--- src/rtl/column_serial_ctrl.sv ---
// column_serial_ctrl: occupancy tracking, writer back-pressure and column burst sequencing
// for one attached column_serial buffer (1W/1R RAM with free-running wrap pointers).
module column_serial_ctrl #(
   parameter int unsigned DATA_WIDTH = 8,
   parameter int unsigned ADDR_WIDTH = 6
) (
   input  logic                  clk,
   input  logic                  reset,
   // write side
   input  logic                  s_valid,
   output logic                  s_ready,
   input  logic [DATA_WIDTH-1:0] s_data,
   // column read command
   input  logic                  rd_start,
   input  logic [ADDR_WIDTH:0]   col_len,
   output logic                  busy,
   // column output stream
   output logic                  m_valid,
   output logic [DATA_WIDTH-1:0] m_data,
   output logic                  m_last,
   output logic                  rd_done,
   // status
   output logic [ADDR_WIDTH:0]   occupancy,
   output logic                  full,
   output logic                  empty,
   output logic                  cfg_err,
   // buffer interface
   output logic                  buf_wr_req,
   output logic [DATA_WIDTH-1:0] buf_wr_data,
   output logic                  buf_rd_req,
   input  logic [DATA_WIDTH-1:0] buf_rd_data
);

   localparam int unsigned CntW = ADDR_WIDTH + 1;
   localparam logic [CntW-1:0] Depth = CntW'(2 ** ADDR_WIDTH);

   typedef enum logic [1:0] {
      StIdle,
      StWait,
      StBurst
   } state_e;

   state_e          state_q, state_d;
   logic [CntW-1:0] occ_q, occ_d;
   logic [CntW-1:0] len_q, len_d;
   logic [CntW-1:0] remain_q, remain_d;
   logic            cfg_err_q, cfg_err_d;
   logic            m_valid_q, m_valid_d;
   logic            m_last_q, m_last_d;
   logic            zero_done_q, zero_done_d;

   logic start_idle;
   logic len_zero;
   logic len_bad;
   logic start_ok;
   logic last_word;

   // Command decode: rd_start is only looked at in IDLE, anything else is dropped silently.
   always_comb begin
      start_idle = rd_start & (state_q == StIdle);
      len_zero   = (col_len == '0);
      len_bad    = (col_len > Depth);
      start_ok   = start_idle & ~len_zero & ~len_bad;
   end

   // Write path: the writer is only accepted while the buffer has room.
   always_comb begin
      full        = (occ_q == Depth);
      empty       = (occ_q == '0);
      s_ready     = ~full;
      buf_wr_req  = s_valid & s_ready;
      buf_wr_data = s_data;
      occupancy   = occ_q;
   end

   // Occupancy next state: a simultaneous write and read leaves the count unchanged.
   always_comb begin
      occ_d = occ_q;
      case ({buf_wr_req, buf_rd_req})
         2'b10:   occ_d = occ_q + CntW'(1);
         2'b01:   occ_d = occ_q - CntW'(1);
         default: occ_d = occ_q;
      endcase
   end

   // FSM state register.
   always_ff @(posedge clk) begin
      if (reset) begin
         state_q <= StIdle;
      end else begin
         state_q <= state_d;
      end
   end

   // FSM next state: WAIT holds until the whole column is present, so BURST never underflows.
   always_comb begin
      state_d = state_q;
      case (state_q)
         StIdle: begin
            if (start_ok) begin
               state_d = StWait;
            end
         end
         StWait: begin
            if (occ_q >= len_q) begin
               state_d = StBurst;
            end
         end
         StBurst: begin
            if (remain_q == CntW'(1)) begin
               state_d = StIdle;
            end
         end
         default: state_d = StIdle;
      endcase
   end

   // FSM outputs: one buffer read per BURST cycle.
   always_comb begin
      busy       = (state_q != StIdle);
      buf_rd_req = (state_q == StBurst);
      last_word  = (state_q == StBurst) && (remain_q == CntW'(1));
   end

   // Datapath next state: length latch, burst countdown, sticky config error, output pipeline.
   always_comb begin
      len_d       = len_q;
      remain_d    = remain_q;
      cfg_err_d   = cfg_err_q;
      if (start_ok) begin
         len_d    = col_len;
         remain_d = col_len;
      end else if (buf_rd_req) begin
         remain_d = remain_q - CntW'(1);
      end
      if (start_idle && len_bad) begin
         cfg_err_d = 1'b1;
      end
      // Read data returns one cycle after the request, so valid/last are delayed to match.
      m_valid_d   = buf_rd_req;
      m_last_d    = last_word;
      zero_done_d = start_idle & len_zero;
   end

   // Datapath registers; reset drops any in-flight output word.
   always_ff @(posedge clk) begin
      if (reset) begin
         occ_q       <= '0;
         len_q       <= '0;
         remain_q    <= '0;
         cfg_err_q   <= 1'b0;
         m_valid_q   <= 1'b0;
         m_last_q    <= 1'b0;
         zero_done_q <= 1'b0;
      end else begin
         occ_q       <= occ_d;
         len_q       <= len_d;
         remain_q    <= remain_d;
         cfg_err_q   <= cfg_err_d;
         m_valid_q   <= m_valid_d;
         m_last_q    <= m_last_d;
         zero_done_q <= zero_done_d;
      end
   end

   // Output stream; a zero-length command completes with rd_done alone.
   always_comb begin
      m_valid = m_valid_q;
      m_last  = m_last_q;
      m_data  = buf_rd_data;
      rd_done = m_last_q | zero_done_q;
      cfg_err = cfg_err_q;
   end

endmodule

--- config.mk ---
export PLATFORM = sky130hd
export DESIGN_NAME = column_serial_ctrl
export DESIGN_NICKNAME = d
export VERILOG_FILES = /design/src/rtl/column_serial_ctrl.sv
export SDC_FILE = /design/constraint.sdc
export NUM_CORES = 1
export LEC_CHECK = 0
export ABC_AREA = 1
export CAP_MARGIN = 20
export CORE_MARGIN = 2
export CORE_UTILIZATION = 40
export DETAILED_ROUTE_END_ITERATION = 10
export MAX_ROUTING_LAYER = met4
export PLACE_DENSITY = 0.81
export SETUP_SLACK_MARGIN = 0.2
export SLEW_MARGIN = 25
export SYNTH_ARGS = -nofsm -noshare
export SYNTH_HDL_FRONTEND = slang
export SYNTH_SLANG_ARGS = --single-unit
--- constraint.sdc ---
create_clock -name clk -period 2.95 [get_ports clk]
set_clock_uncertainty 0.2 [all_clocks]
set_input_delay 0.295 -clock clk [delete_from_list [all_inputs] [get_ports clk]]
set_output_delay 0.295 -clock clk [all_outputs]
set_load 0.1 [all_outputs]
## Word-level counts from Yosys, hierarchy flattened

Cells that the tools add are included.

| storage, ports and cells | value |
|---|---|
| register bits | 27 |
| bits of input ports | 27 |
| word-level logic and storage cells | 47 |

| cells by class | value |
|---|---|
| add/sub/neg operators | 3 |
| order comparisons | 2 |
| equality and inequality tests | 9 |
| multiplexer cells | 7 |
| bitwise gates (word level) | 9 |
| reduce and logical (&&, ||, !) cells | 9 |

Operator list:

| operator | number |
|---|---|
| $logic_not A7 Y1 | 2 |
| $mux W7 | 2 |
| $pmux W7 S2 | 1 |
| $sub A7 B1 Y7 const B | 2 |
| $add A7 B1 Y7 const B | 1 |
| $eq A7 B1 Y1 const B | 1 |
| $eq A7 B7 Y1 const B | 1 |
| $ge A7 B7 Y1 | 1 |
| $gt A7 B7 Y1 const B | 1 |
| $mux W2 | 3 |
| $pmux W2 S3 | 1 |
| $reduce_bool A2 Y1 | 3 |
| $and A1 B1 Y1 | 5 |
| $eq A2 B1 Y1 const B | 2 |
| $eq A2 B2 Y1 const B | 2 |
| $ne A2 B2 Y1 const B | 2 |
| $not A1 Y1 | 3 |
| $reduce_and A3 Y1 | 1 |
| $logic_and A1 B1 Y1 | 2 |
| $logic_not A2 Y1 | 1 |
| $ne A2 B1 Y1 const B | 1 |
| $or A1 B1 Y1 | 1 |

## Depth between registers and ports, before layout

| depth | value |
|---|---|
| depth after elaboration | 6 |
| gate-level depth with buffers | 15 |
| mapped depth without buffers | 15 |

## Least setup slack after synthesis

Ideal clock, no wire load.

| timing path | value |
|---|---|
| kind | flip-flop to flip-flop |
| start point | register occ_q[6] (netlist: occupancy[6]) |
| end point | register occ_q[4] (netlist: occupancy[4]) |
| arrival | 6029 ps |
| data required time | 2635 ps |
| setup slack | -3394 ps |
| stages on the path, launching flop included | 12 |
| clock period less this slack | 6344 ps |
| path through | dfxtp_1 > inv_1 > nor3_1 > inv_1 > nand2_1 > ha_1 > inv_1 > fa_1 > o21bai_1 > xor2_1 > o21ai_0 > inv_1 |

| on the way | value |
|---|---|
| longest elaborated chain between the ends | 5 |
| elaborated cells between the ends (all ways) | 7 |
| classes of those cells | eq/ne (3); mux (1); bitwise (2); reduce/logical (1) |

Ends and longest elaborated chain:

| what | RTL line | RTL |
|---|---|---|
| from (decl) | 44 | `logic [CntW-1:0] occ_q, occ_d;` |
| from (signal assigned) | 148 | `occ_q <= '0;` |
| from (signal assigned) | 156 | `occ_q <= occ_d;` |
| $eq A7 B7 Y1 (*) | 68 | `full = (occ_q == Depth);` |
| net full | 24 | `output logic full,` |
| $not A1 Y1 (*) | 70 | `s_ready = ~full;` |
| net s_ready | 11 | `output logic s_ready,` |
| $and A1 B1 Y1 (*) | 71 | `buf_wr_req = s_valid & s_ready;` |
| $eq A2 B1 Y1 / $eq A2 B2 Y1 (equally long branches) | 79 | `case ({buf_wr_req, buf_rd_req})` |
| $pmux W7 S2 / $reduce_bool A2 Y1 (equally long branches) | - |  |

Mark *: on every way through the listed nets, which the timed path passes. The rest lies on a longest branch.
A chain may end at the register's enable or synchronous reset.

## Final worst setup path

| timing path | value |
|---|---|
| start point | register occ_q[0] (netlist: occupancy[0]) |
| end point | register occ_q[4] (netlist: occupancy[4]) |

| on the way | value |
|---|---|
| longest elaborated chain between the ends | 5 |
| elaborated cells between the ends (all ways) | 9 |
| classes of those cells | add/sub (2); eq/ne (3); mux (1); bitwise (2); reduce/logical (1) |

Ends and longest elaborated chain:

| what |
|---|
| branches (longest 5 deep; another with $sub A7 B1 Y7) |

Several ways; the timed one is not identified.

==> results.txt <==
- The clock passes through at most 2 buffers.
- Pin placement for this block handled 60 I/O pins.
- In the global route stage, met2 resource usage came out at 0.2341.
- Using the TritonRoute via totals, the vias-per-cell ratio works out to 4.667.
* Starting density of the core: 0.4135
- Final std cell area, no fill: 2258 um^2
* Cell type contributing the most total cell area after synthesis: dfxtp_1
- met2 is the most crowded layer.
- Sequential fraction of the synthesis area: 0.2767
- Clock input transition at the sequential cells of the worst setup and hold paths: 0.10 ns
- Reported max-cap violation count: 0
- In the synthesized netlist the dominant register cell turns out to be dfxtp_1.
- Power spread over the standard cell area amounts to 588.0 nW/um^2.
- Post-detailed-route DRC marker count: 0
* Count of nets left with antenna violations after detail routing: 0
- Commonest cells in the synthesized netlist: 45 x inv_1, 39 x nand2_1, 28 x nand3_1
- Summed over all layers, the global routing overflow is 0.
- After floorplanning, the core was sized to cover 4723 um^2.
- Largest fanout of any net on the critical path: 7
- The floorplan has 25 rows.
* Width of the die: 73.88 um
- Final period utilization: 0.8311
* Number of synthesized register bits: 27
- Critical Path End Type: flop
* Final number of hold-violating endpoints: 0
* H-tree levels: 1
- Netlist area before placement: 1953 um^2
- Counting flops with a built-in enable in the synthesized netlist gives 0.
- Fraction of layout cells with a size suffix above 1: 0.2491
* Top-count cell post-synth: inv_1
- Counting the buffers created by CTS gives 3.
- Detailed placement ended at an HPWL of 3046 um.
- Largest cells by area after synthesis: dfxtp_1 28%, ha_1 9.6%, inv_1 8.6%
* Leakage power: 1.069 nW
* Final max-slew violation count: 0
* DP Cell Count: 344
* RSZ-0062 raised after global routing: false
- Post-CTS Setup Repair Bufs: 0
- In this run the tightest slew margin relative to its limit is 0.5673.
* Die Footprint: 5458 um^2
- Net count after synthesis: 311
* Unique cell type count in the Yosys netlist: 33
- Status: finished, final reports clean
- Pin count of the biggest net entering global routing: 16
- In this run, post-CTS repair resized a total of 0 instances.
* Synth-to-layout area growth: 15.63%
- Cell chosen for the clock root: clkbuf_8
- Final min period: 2.452 ns
* Share of flip-flops with an asynchronous set or reset after synthesis: 0
* Clk Latency, worst-skew pair: 0.29 ns
- Number of synthesis warnings: 0
- Setup violations remaining at the end of the flow were counted as 0.
- The net count of the finished layout is 325.
- Based on the critical path, the design can be clocked at up to 0.4079 GHz.
- Cell Area, Placed: 2213 um^2
- The number of hold buffers added after CTS was 0.
- DR WL/cell: 11.18 um
- Type of the worst setup path: reg -> reg
* Met1 Use GR: 0.2206
* Via count of the first global-routing pass: 1400
- The finished layout holds 348 standard cells, fillers aside.
* Worst Path Required: 2.99 ns
* Total Routed Length: 3892 um
- Global-route wire length before repair: 6548 um
- For this run, global-route usage on met3 was measured as 0.01920.
- Synthesis produced a netlist whose cell count is 268.
* TritonCTS clock tree: done
* Total routing usage reported by global routing: 0.1596
- The first detailed-routing pass took 4 iterations.
- Highest ir drop seen on vdd: 208.1 uV
* Number of port buffers: 27
- Sum of negative setup slack: 0 ns
- Routability-driven placement finished with a final weighted congestion of 0.8640.
- The path class of the tightest hold or removal check is reg -> reg.
- The final route contains 1624 vias.
- Data arrival time at the worst-slack endpoint: 2.49 ns
- The tree built by TritonCTS fans out to 27 sinks.
* Number of antenna violations at the first check in global routing: 0
- After the first detailed-routing iteration, the DRC count stood at 88.
- The worst setup path is launched from a flop.
- The share of synthesized area in the top cell type comes to 0.2767.
- Synthesized area per cell: 7.288 um^2
* Slew at the pin with the worst max-slew slack: 0.6471 ns
- From bottom edge to top edge, the die measures 73.88 um.
- The repair_antennas step left the layout with diodes totalling 0.
final timing paths:
check	from	endpoint	slack, ns	depth (start not counted)
setup / recovery	occupancy[0]$_SDFFE_PP0P_	occupancy[4]$_SDFFE_PP0P_	0.50	12
hold / removal	len_q[2]$_SDFFE_PP0P_	len_q[2]$_SDFFE_PP0P_	0.28	2
setup reg to reg	occupancy[0]$_SDFFE_PP0P_	occupancy[4]$_SDFFE_PP0P_	0.50	12
hold reg to reg	len_q[2]$_SDFFE_PP0P_	len_q[2]$_SDFFE_PP0P_	0.28	2
state kept, by name (all words and copies together), names as in the netlist:
name / flops
occupancy: 7
state_q: 2
m_last: 1
remain_q: 7
m_valid: 1
zero_done_q: 1
len_q: 7
cfg_err: 1
routing by layer:
metal,wire length (um),vias to the layer above,part of all wire
met2,1696,41,0.44
met5,0,-,0
li1,-,870,-
met4,80,0,0.021
met3,158,5,0.041
met1,1956,708,0.50
per-stage QoR:
stage	total power [mW]	util	hold WS [ns]	worst slack (ns)
after floorplan	1.085	-	0.1630	-1.025
after global placement	1.104	0.4686	0.2597	0.5609
after detailed placement	1.113	0.4686	0.2630	0.4979
after CTS	1.331	0.4781	0.2779	0.4822
after global routing	1.413	0.4781	0.2892	0.2295
final	1.328	0.4781	0.2793	0.4981
cells by family (layout without fill, tap and decap cells):
logic type | Yosys count | after routing | synth area share
adder cells (fa/ha/maj) | 16 | 16 | 0.1063
AND/OR/NAND/NOR | 115 | 115 | 0.3101
XOR/XNOR | 4 | 4 | 0.01794
flip-flops | 27 | 27 | 0.2767
buffers and inverters | 70 | 83 | 0.1749
AO/OA/AOI/OAI | 36 | 36 | 0.1140
layout make-up:
| class | instances | area (um^2) |
|---|---|---|
| well taps | 67 | 83.83 |
| repair buffers | 28 | 235.2 |
| fillers | 469 | 2465 |
| multi-input cells | 171 | 1125 |
| inverters | 51 | 202.7 |
| flip-flops and latches | 27 | 566.8 |
| clock buffers | 4 | 45.04 |
cells in the final DEF (no fill, tap or decap), types with 7 or more instances in the layout:
master | Yosys | routed
a21oi_1 | 17 | 17
buf_4 | 16 | 18
clkdlybuf4s50_1 | 0 | 10
dfxtp_1 | 27 | 20
dfxtp_4 | 0 | 7
ha_1 | 15 | 12
inv_1 | 45 | 41
inv_2 | 5 | 7
nand2_1 | 39 | 38
nand2_2 | 9 | 10
nand3_1 | 28 | 28
nor2_1 | 16 | 16
where the power goes:
| group | total, mW | leakage, nW | internal, mW | switching, mW |
|---|---|---|---|---|
| registers | 0.456 | 0.226 | 0.410 | 0.0457 |
| logic | 0.651 | 0.821 | 0.199 | 0.451 |
| clock network | 0.222 | 0.0228 | 0.0973 | 0.124 |
| total | 1.33 | 1.07 | 0.707 | 0.621 |
critical path, stage by stage (launching register included):
cell and delay, ns:
dfxtp_4 0.38, inv_4 0.07, nand4_1 0.18, nor3_4 0.22
clkinvlp_4 0.13, nand2_2 0.10, ha_4 0.21, inv_2 0.06
fa_2 0.38, o21bai_1 0.16, xor2_1 0.19, o21ai_1 0.07
inv_1 0.04
No activity file was read; power rests on OpenSTA's default activity.
